### src/rtl/imem_loader_if.sv
// Host byte stream plus instruction-memory write port of the loader.
// slave = loader side, master = host/memory environment side.
interface imem_loader_if #(
  parameter int ADDR_W = 8
);
  logic [7:0]        in_data;
  logic              in_valid;
  logic              in_ready;
  logic              imem_we;
  logic [ADDR_W-1:0] imem_addr;
  logic [31:0]       imem_wdata;

  modport slave (
    input  in_data,
    input  in_valid,
    output in_ready,
    output imem_we,
    output imem_addr,
    output imem_wdata
  );

  modport master (
    output in_data,
    output in_valid,
    input  in_ready,
    input  imem_we,
    input  imem_addr,
    input  imem_wdata
  );
endinterface

### src/rtl/imem_loader.sv
// Framed byte-stream loader: length word, N big-endian instructions, XOR
// checksum. Writes instruction memory and holds the core until a verified load.
//
// state | meaning
// IDLE  | after reset, waiting for start; core not held
// LEN   | collecting the 4-byte big-endian word count
// DATA  | collecting instruction bytes, one memory write per completed word
// CSUM  | waiting for the checksum byte
// DONE  | image verified, core released
// ERR   | bad length or checksum, core held
module imem_loader #(
  parameter int DEPTH  = 256,
  parameter int ADDR_W = 8
) (
  input  logic              clk,
  input  logic              reset,
  input  logic              start,
  imem_loader_if.slave      bus,
  output logic              cpu_hold,
  output logic              done,
  output logic              err,
  output logic [ADDR_W:0]   words_loaded
);

  typedef enum logic [2:0] {
    IDLE = 3'd0,
    LEN  = 3'd1,
    DATA = 3'd2,
    CSUM = 3'd3,
    DONE = 3'd4,
    ERR  = 3'd5
  } state_t;

  localparam logic [ADDR_W:0] ONE_W = (ADDR_W+1)'(1);

  state_t            state;
  logic [1:0]        byte_cnt;
  logic [23:0]       shreg;
  logic [ADDR_W:0]   len_words;
  logic [ADDR_W-1:0] word_idx;
  logic [7:0]        csum;

  logic              accept;
  logic [31:0]       word_next;
  logic              last_byte;
  logic              last_word;

  assign bus.in_ready = (state == LEN) || (state == DATA) || (state == CSUM);
  assign accept       = bus.in_valid && bus.in_ready;
  assign word_next    = {shreg, bus.in_data};
  assign last_byte    = (byte_cnt == 2'd3);
  assign last_word    = ({1'b0, word_idx} == (len_words - ONE_W));

  always_ff @(posedge clk) begin
    if (reset) begin
      state          <= IDLE;
      byte_cnt       <= '0;
      shreg          <= '0;
      len_words      <= '0;
      word_idx       <= '0;
      csum           <= '0;
      bus.imem_we    <= 1'b0;
      bus.imem_addr  <= '0;
      bus.imem_wdata <= '0;
      cpu_hold       <= 1'b0;
      done           <= 1'b0;
      err            <= 1'b0;
      words_loaded   <= '0;
    end else begin
      bus.imem_we <= 1'b0;

      // The write for a completed word issues even if start arrives with it.
      if (state == DATA && accept && last_byte) begin
        bus.imem_we    <= 1'b1;
        bus.imem_addr  <= word_idx;
        bus.imem_wdata <= word_next;
      end

      if (start) begin
        state        <= LEN;
        byte_cnt     <= '0;
        shreg        <= '0;
        len_words    <= '0;
        word_idx     <= '0;
        csum         <= '0;
        cpu_hold     <= 1'b1;
        done         <= 1'b0;
        err          <= 1'b0;
        words_loaded <= '0;
      end else begin
        case (state)
          LEN: begin
            if (accept) begin
              shreg    <= word_next[23:0];
              byte_cnt <= byte_cnt + 2'd1;
              if (last_byte) begin
                if (word_next == 32'd0 || word_next > 32'(DEPTH)) begin
                  state <= ERR;
                  err   <= 1'b1;
                end else begin
                  state     <= DATA;
                  len_words <= word_next[ADDR_W:0];
                  word_idx  <= '0;
                end
              end
            end
          end

          DATA: begin
            if (accept) begin
              shreg    <= word_next[23:0];
              csum     <= csum ^ bus.in_data;
              byte_cnt <= byte_cnt + 2'd1;
              if (last_byte) begin
                words_loaded <= words_loaded + ONE_W;
                if (last_word) begin
                  state <= CSUM;
                end else begin
                  word_idx <= word_idx + 1'b1;
                end
              end
            end
          end

          CSUM: begin
            if (accept) begin
              if (bus.in_data == csum) begin
                state    <= DONE;
                done     <= 1'b1;
                cpu_hold <= 1'b0;
              end else begin
                state <= ERR;
                err   <= 1'b1;
              end
            end
          end

          IDLE, DONE, ERR: begin
          end

          default: state <= IDLE;
        endcase
      end
    end
  end

endmodule

### src/flat_wrapper.sv
// flat-port wrapper written by rule: the top's interface ports become plain ports
module imem_loader_flat 
#(
  parameter int DEPTH  = 256,
  parameter int ADDR_W = 8
)
  (clk, reset, start, cpu_hold, done, err, words_loaded, bus_in_data, bus_in_valid, bus_in_ready, bus_imem_we, bus_imem_addr, bus_imem_wdata);
  imem_loader_if #(.ADDR_W(ADDR_W)) bus_i ();
  input  logic clk;
  input  logic reset;
  input  logic start;
  output logic cpu_hold;
  output logic done;
  output logic err;
  output logic [ADDR_W:0] words_loaded;
  input wire logic [$bits(bus_i.in_data)-1:0] bus_in_data;
  input wire logic [$bits(bus_i.in_valid)-1:0] bus_in_valid;
  output wire logic [$bits(bus_i.in_ready)-1:0] bus_in_ready;
  output wire logic [$bits(bus_i.imem_we)-1:0] bus_imem_we;
  output wire logic [$bits(bus_i.imem_addr)-1:0] bus_imem_addr;
  output wire logic [$bits(bus_i.imem_wdata)-1:0] bus_imem_wdata;
  assign bus_i.in_data = bus_in_data;
  assign bus_i.in_valid = bus_in_valid;
  assign bus_in_ready = bus_i.in_ready;
  assign bus_imem_we = bus_i.imem_we;
  assign bus_imem_addr = bus_i.imem_addr;
  assign bus_imem_wdata = bus_i.imem_wdata;
  imem_loader #(.DEPTH(DEPTH), .ADDR_W(ADDR_W)) u_core (.clk(clk), .reset(reset), .start(start), .bus(bus_i), .cpu_hold(cpu_hold), .done(done), .err(err), .words_loaded(words_loaded));
endmodule
### config.mk
export PLATFORM = sky130hd
export DESIGN_NAME = imem_loader_flat
export DESIGN_NICKNAME = d
export VERILOG_FILES = /design/src/rtl/imem_loader_if.sv /design/src/rtl/imem_loader.sv /design/src/flat_wrapper.sv
export SDC_FILE = /design/constraint.sdc
export NUM_CORES = 1
export LEC_CHECK = 0
export CAP_MARGIN = 20
export CELL_PAD_IN_SITES_DETAIL_PLACEMENT = 2
export CELL_PAD_IN_SITES_GLOBAL_PLACEMENT = 2
export CORE_MARGIN = 1.5
export CORE_UTILIZATION = 32
export CTS_BUF_LIST = sky130_fd_sc_hd__clkbuf_16
export DETAILED_ROUTE_END_ITERATION = 8
export PLACE_DENSITY_LB_ADDON = 0.1
export SETUP_SLACK_MARGIN = 0.05
export SLEW_MARGIN = 20
export SYNTH_ARGS = -nofsm -noshare
export SYNTH_HDL_FRONTEND = slang
export SYNTH_SLANG_ARGS = --single-unit
### constraint.sdc
create_clock -name clk -period 2.95 [get_ports clk]
set_clock_uncertainty 0.2 [all_clocks]
set_input_delay 0.7375 -clock clk [delete_from_list [all_inputs] [get_ports clk]]
set_output_delay 0.7375 -clock clk [all_outputs]
set_load 0.02 [all_outputs]
=== After elaboration in Yosys (flattened, before gate mapping) ===
Cells that the tools add are included.

* $add $sub $neg: 4
* Order comparisons: 1
* Eq/ne operators: 25
* Mux-type cells: 28
* Bitwise gates (word level): 3
* Reduce and logical (&&, ||, !) cells: 26

{| class="wikitable"
|+ Operators with widths
! kind !! count
|-
| 8-bit 2-to-1 mux || 6
|-
| 32-bit by 9-bit > comparator with 1-bit output (second input constant) || 1
|-
| 32-bit zero test || 1
|-
| 3-bit 2-to-1 mux || 7
|-
| 7-bit AND reduction || 3
|-
| 3-bit by 2-bit != test with 1-bit output (second input constant) || 6
|-
| 8-bit one-hot mux with 2 select lines || 1
|-
| 1-bit 2-to-1 mux || 12
|-
| 2-bit by 1-bit != test with 1-bit output (second input constant) || 6
|-
| 3-bit one-hot mux with 4 select lines || 1
|-
| 2-bit != test (second input constant) || 5
|-
| 2-bit nonzero test || 5
|-
| 9-bit by 1-bit adder with 9-bit output (second input constant) || 1
|-
| 8-bit by 9-bit equality test with 1-bit output || 1
|-
| 3-bit AND reduction || 3
|-
| 9-bit by 1-bit subtractor with 9-bit output (second input constant) || 1
|-
| 8-bit by 1-bit adder with 8-bit output (second input constant) || 1
|-
| 8-bit equality test || 1
|-
| 8-bit XOR || 1
|-
| 3-bit by 2-bit equality test with 1-bit output (second input constant) || 2
|-
| 3-bit equality test (second input constant) || 2
|-
| 6-bit AND reduction || 1
|-
| 2-bit AND reduction || 2
|-
| 4-bit AND reduction || 1
|-
| 10 further kinds || 16
|}

* Register bits after elaboration: 107
* Input port bits: 12
* Output and inout port bits: 54
* Word-level logic and storage cells: 101

=== Depth between registers and ports, before layout ===
* Depth after elaboration: 7
* Depth in mapped cells: 11
* Depth with buffers taken out: 8

=== Worst setup path before layout ===
Ideal clock, no wire load.

* Kind: input to register
* Start: input bus_in_data[0]
* End: register u_core.len_words[2]
* Setup time: 0.128 ns
* Arrival time: 2.167 ns
* Data required time: 2.622 ns
* Setup slack: 0.456 ns
* Stages on the path: 7
* Buffers on the path: 1
* Path through: nor4_1 > a21boi_1 > nor4b_2 > nand4b_1 > buf_2 > mux2i_1 > nor2_1

* Longest elaborated chain between the ends: 4
* Elaborated cells between the ends (all ways): 5
* Those cells by class: 1 x order compare; 1 x bitwise; 3 x reduce/logical

{| class="wikitable"
|+ Ends and longest elaborated chain
! what !! line !! source
|-
| start: declaration || flat_wrapper.sv:16 || <nowiki>input wire logic [$bits(bus_i.in_data)-1:0] bus_in_data;</nowiki>
|-
| 32-bit by 9-bit > comparator with 1-bit output or 32-bit zero test (tied branches) || imem_loader.sv:97 || <nowiki>if (word_next == 32'd0 || word_next > 32'(DEPTH)) begin</nowiki>
|-
| 1-bit logical OR (*) || imem_loader.sv:97 ||
|-
| 1-bit NOT (no source line) (*) || -- ||
|-
| 4-bit AND reduction (no source line) (*) || -- ||
|-
| end signal: assignment || imem_loader.sv:102 || <nowiki>len_words <= word_next[ADDR_W:0];</nowiki>
|-
| end: declaration || imem_loader.sv:39 || <nowiki>logic [ADDR_W:0] len_words;</nowiki>
|}

Every way passes the cells marked *; elsewhere a longest branch is shown, timed or not.
A chain may end at the register's enable or synchronous reset.

=== Worst setup path after layout ===
* Start: input bus_in_data[1]
* End: register u_core.len_words[4]

The elaborated chain is that of the path after synthesis.

==> reports/metrics.cfg <==
[run_status]
outcome = complete, no violations

[critical_path]
timing.rr.start = u_core.len_words[1]
cp-startpoint = bus_in_data[1]
cp_data_required_time_ns = 2.99
crit_arrival_ns = 2.74
cp-start-kind = primary input
endpoint_kind = flip-flop
worst-setup-path-type = primary input to flip-flop
cp_max_fo = 10

[logic_synthesis]
syn-cell-area_mm2 = 0.00454
synth-simple-area-share_pct = 25.1
synth.top_cell.area_share_pct = 47.2
synth_edf_count = 0
yosys_warnings = 0
syn_inst = 558
async_flop_share_pct = 0
avgSynthCellArea_um2 = 8.13
synthMuxAreaShare_pct = 2.43
netlist-cell-type-count = 54
yosys.area_share.xor_xnor_pct = 5.79
synth_top_flop_cell = dfxtp_1
synth-seq-area-share_pct = 47.2
synth_top_family_by_area = simple AND/OR/NAND/NOR gates
yosysTopAreaCell = dfxtp_1
yosys-top-cells-area = dfxtp_1, nand2_1, a21oi_1, xor2_1, nor2_1
ys_seq_elements = 107
syn_nets = 574
synth_fa_ha_area_share_pct = 1.10
synth-compound-area-share_pct = 14.2

[timing]
fmax_mhz = 370
hold_viol = 0
rsz0062_at_grt = no
max_slew_margin_pct = 65.5
tightest_slew_ns = 0.512
setup_viol = 0
min_period_ns = 2.70
timing.final.max_slew_violations = 0
fin_crit_sh_pct = 91.5
tns_ns = 0

[finish]
num_antenna_cells = 0
final_common_cell = nand2_1
nNetsFinal = 641
final_cell_mix = nand2_1, dfxtp_1, a21oi_1
area_growth_pct = 27.9
fillers = 1563
layout.cells.non_filler = 810
drive_gt1_share_pct = 9.05

[placement]
post-place-cells = 794
io_buffers = 65
gp_congestion = 0.773
dp_hpwl_um = 10100

[detailed_routing]
dr.pass1.iters = 4
drt_wl_total_um = 14000
vias = 4119
drc = 0
ant_nets = 0
vias_per_cell = 5.09
drt_iter0_markers = 105
wl_per_cell_um = 17.3

[power_and_ir_drop]
peakVddDrop_uv = 201
powerDensity_mw_per_mm2 = 497
cellLeakagePower_nw = 2.01

[die]
dieArea_mm2 = 0.0149
die_x_um = 122
io_pins = 66
start_util_pct = 32.7
rows = 43
coreArea_mm2 = 0.0139
die_h_um = 122

[clocking]
clk_latency_ns = 0.36
root_buffer = clkbuf_16
clk_pin_slew_ns = 0.07
tritoncts = built
cts_inserted_buffers = 9
cts_sinks = 107
cts_buffer_depth = 2
cts_htree_levels = 3

[global_routing]
track_usage_pct = 20.1
grt_max_degree = 43
grt_pass1_wl_um = 23300
grt_pass1_vias = 4474
antenna_found_initial = 0
gr-total-overflow = 0

[hold_path]
min_from = u_core.bus.imem_wdata[25]
hold_path_class = flip-flop to flip-flop

[job]
drv_cap = 0

## cells by family (layout without fill, tap and decap cells)
logic type	after synthesis	in the layout
buf+inv	43	115
mux	11	11
compound gates	108	108
simple gates	255	255
fa+ha+maj	4	4
xor+xnor	30	30
flops	107	107
## cell usage after synthesis (2+ instances only)
cell type / instances
nor3_1: 4
or3_1: 3
buf_1: 4
xor2_1: 17
nand2_1: 160
nor3_2: 2
o31ai_1: 6
dfxtp_1: 107
nor4_1: 7
and3_1: 2
nor4bb_1: 2
nand3_1: 7
mux2i_1: 11
xnor2_1: 13
and2_1: 4
buf_6: 2
inv_1: 6
a21oi_1: 77
nand3b_1: 2
ha_1: 4
or4_1: 6
nor2_1: 37
nor2b_1: 2
a31oi_1: 2
clkbuf_1: 25
buf_2: 5
o21ai_1: 3
o21ai_0: 4
nand4_1: 7
and4_1: 2
a221oi_1: 2
## area by class of cell
cell class	count	area, um^2	share of cell area, %
Sequential cell	107	2140	36.9
Timing Repair Buffer	93	861	14.8
Clock inverter	7	92.6	1.60
Inverter	6	22.5	0.388
Multi-Input combinational cell	408	2230	38.5
Tap cell	180	225	3.88
Clock buffer	9	225	3.88
## worst paths after layout
check                               to  slack (ns)  cells past startpoint
max                u_core.len_words[4]        0.25                      8
min          u_core.bus.imem_wdata[25]        0.26                      2
max reg2reg         u_core.word_idx[3]        0.32                      9
min reg2reg  u_core.bus.imem_wdata[25]        0.26                      2
## per-stage QoR
stage | area (um^2) | power [mW] | hold slack [ns] | util, % | setup WS (ns)
after floorplan | 4540 | 1.54 | 0.240 | - | 0.456
after global placement | 5460 | 1.60 | 0.244 | 39.3 | -0.0939
after detailed placement | 5460 | 1.61 | 0.251 | 39.3 | -0.223
after CTS | 5780 | 2.91 | 0.262 | 41.6 | 0.142
after global routing | 5800 | 2.98 | 0.283 | 41.8 | 0.0886
final | 5800 | 2.88 | 0.256 | 41.8 | 0.250
## flip-flops by register name (all words and copies together), names as in the netlist
name,cells
u_core.bus.imem_addr,8
u_core.bus.imem_wdata,32
u_core.bus.imem_we,1
u_core.byte_cnt,2
u_core.cpu_hold,1
u_core.csum,8
u_core.done,1
u_core.err,1
u_core.len_words,9
u_core.shreg,24
u_core.state,3
u_core.word_idx,8
u_core.words_loaded,9
## what timing repair did
action                                  4_1_cts  5_1_grt
endpoints found under the setup margin        0       18
buffers inserted                              0        0
gates resized for setup                       0        3
hold buffers                                  0        0
## critical path: stages
cell and delay [ns]:
clkdlybuf4s50_1 0.45, nor4_2 0.35, a21boi_1 0.17, nor4b_4 0.38, nand4b_1 0.18, buf_4 0.23, mux2i_1 0.18, nor2_1 0.06
## layer usage
layer	track usage [%]	routed length, um	part of all wire (%)
met1	26.3	6770	48
met2	33.8	6690	48
met3	2.86	368	2.6
met4	6.98	209	1.5
met5	0	0	0
## where the power goes
group	leakage (nW)	total [mW]	switching [mW]	internal [mW]
Sequential	0.862	1.45	0.00338	1.45
Combinational	0.984	0.123	0.0748	0.0482
Clock	0.160	1.31	0.565	0.745
Total	2.01	2.88	0.643	2.24
Note: power is estimated with default switching activity, not from simulation.
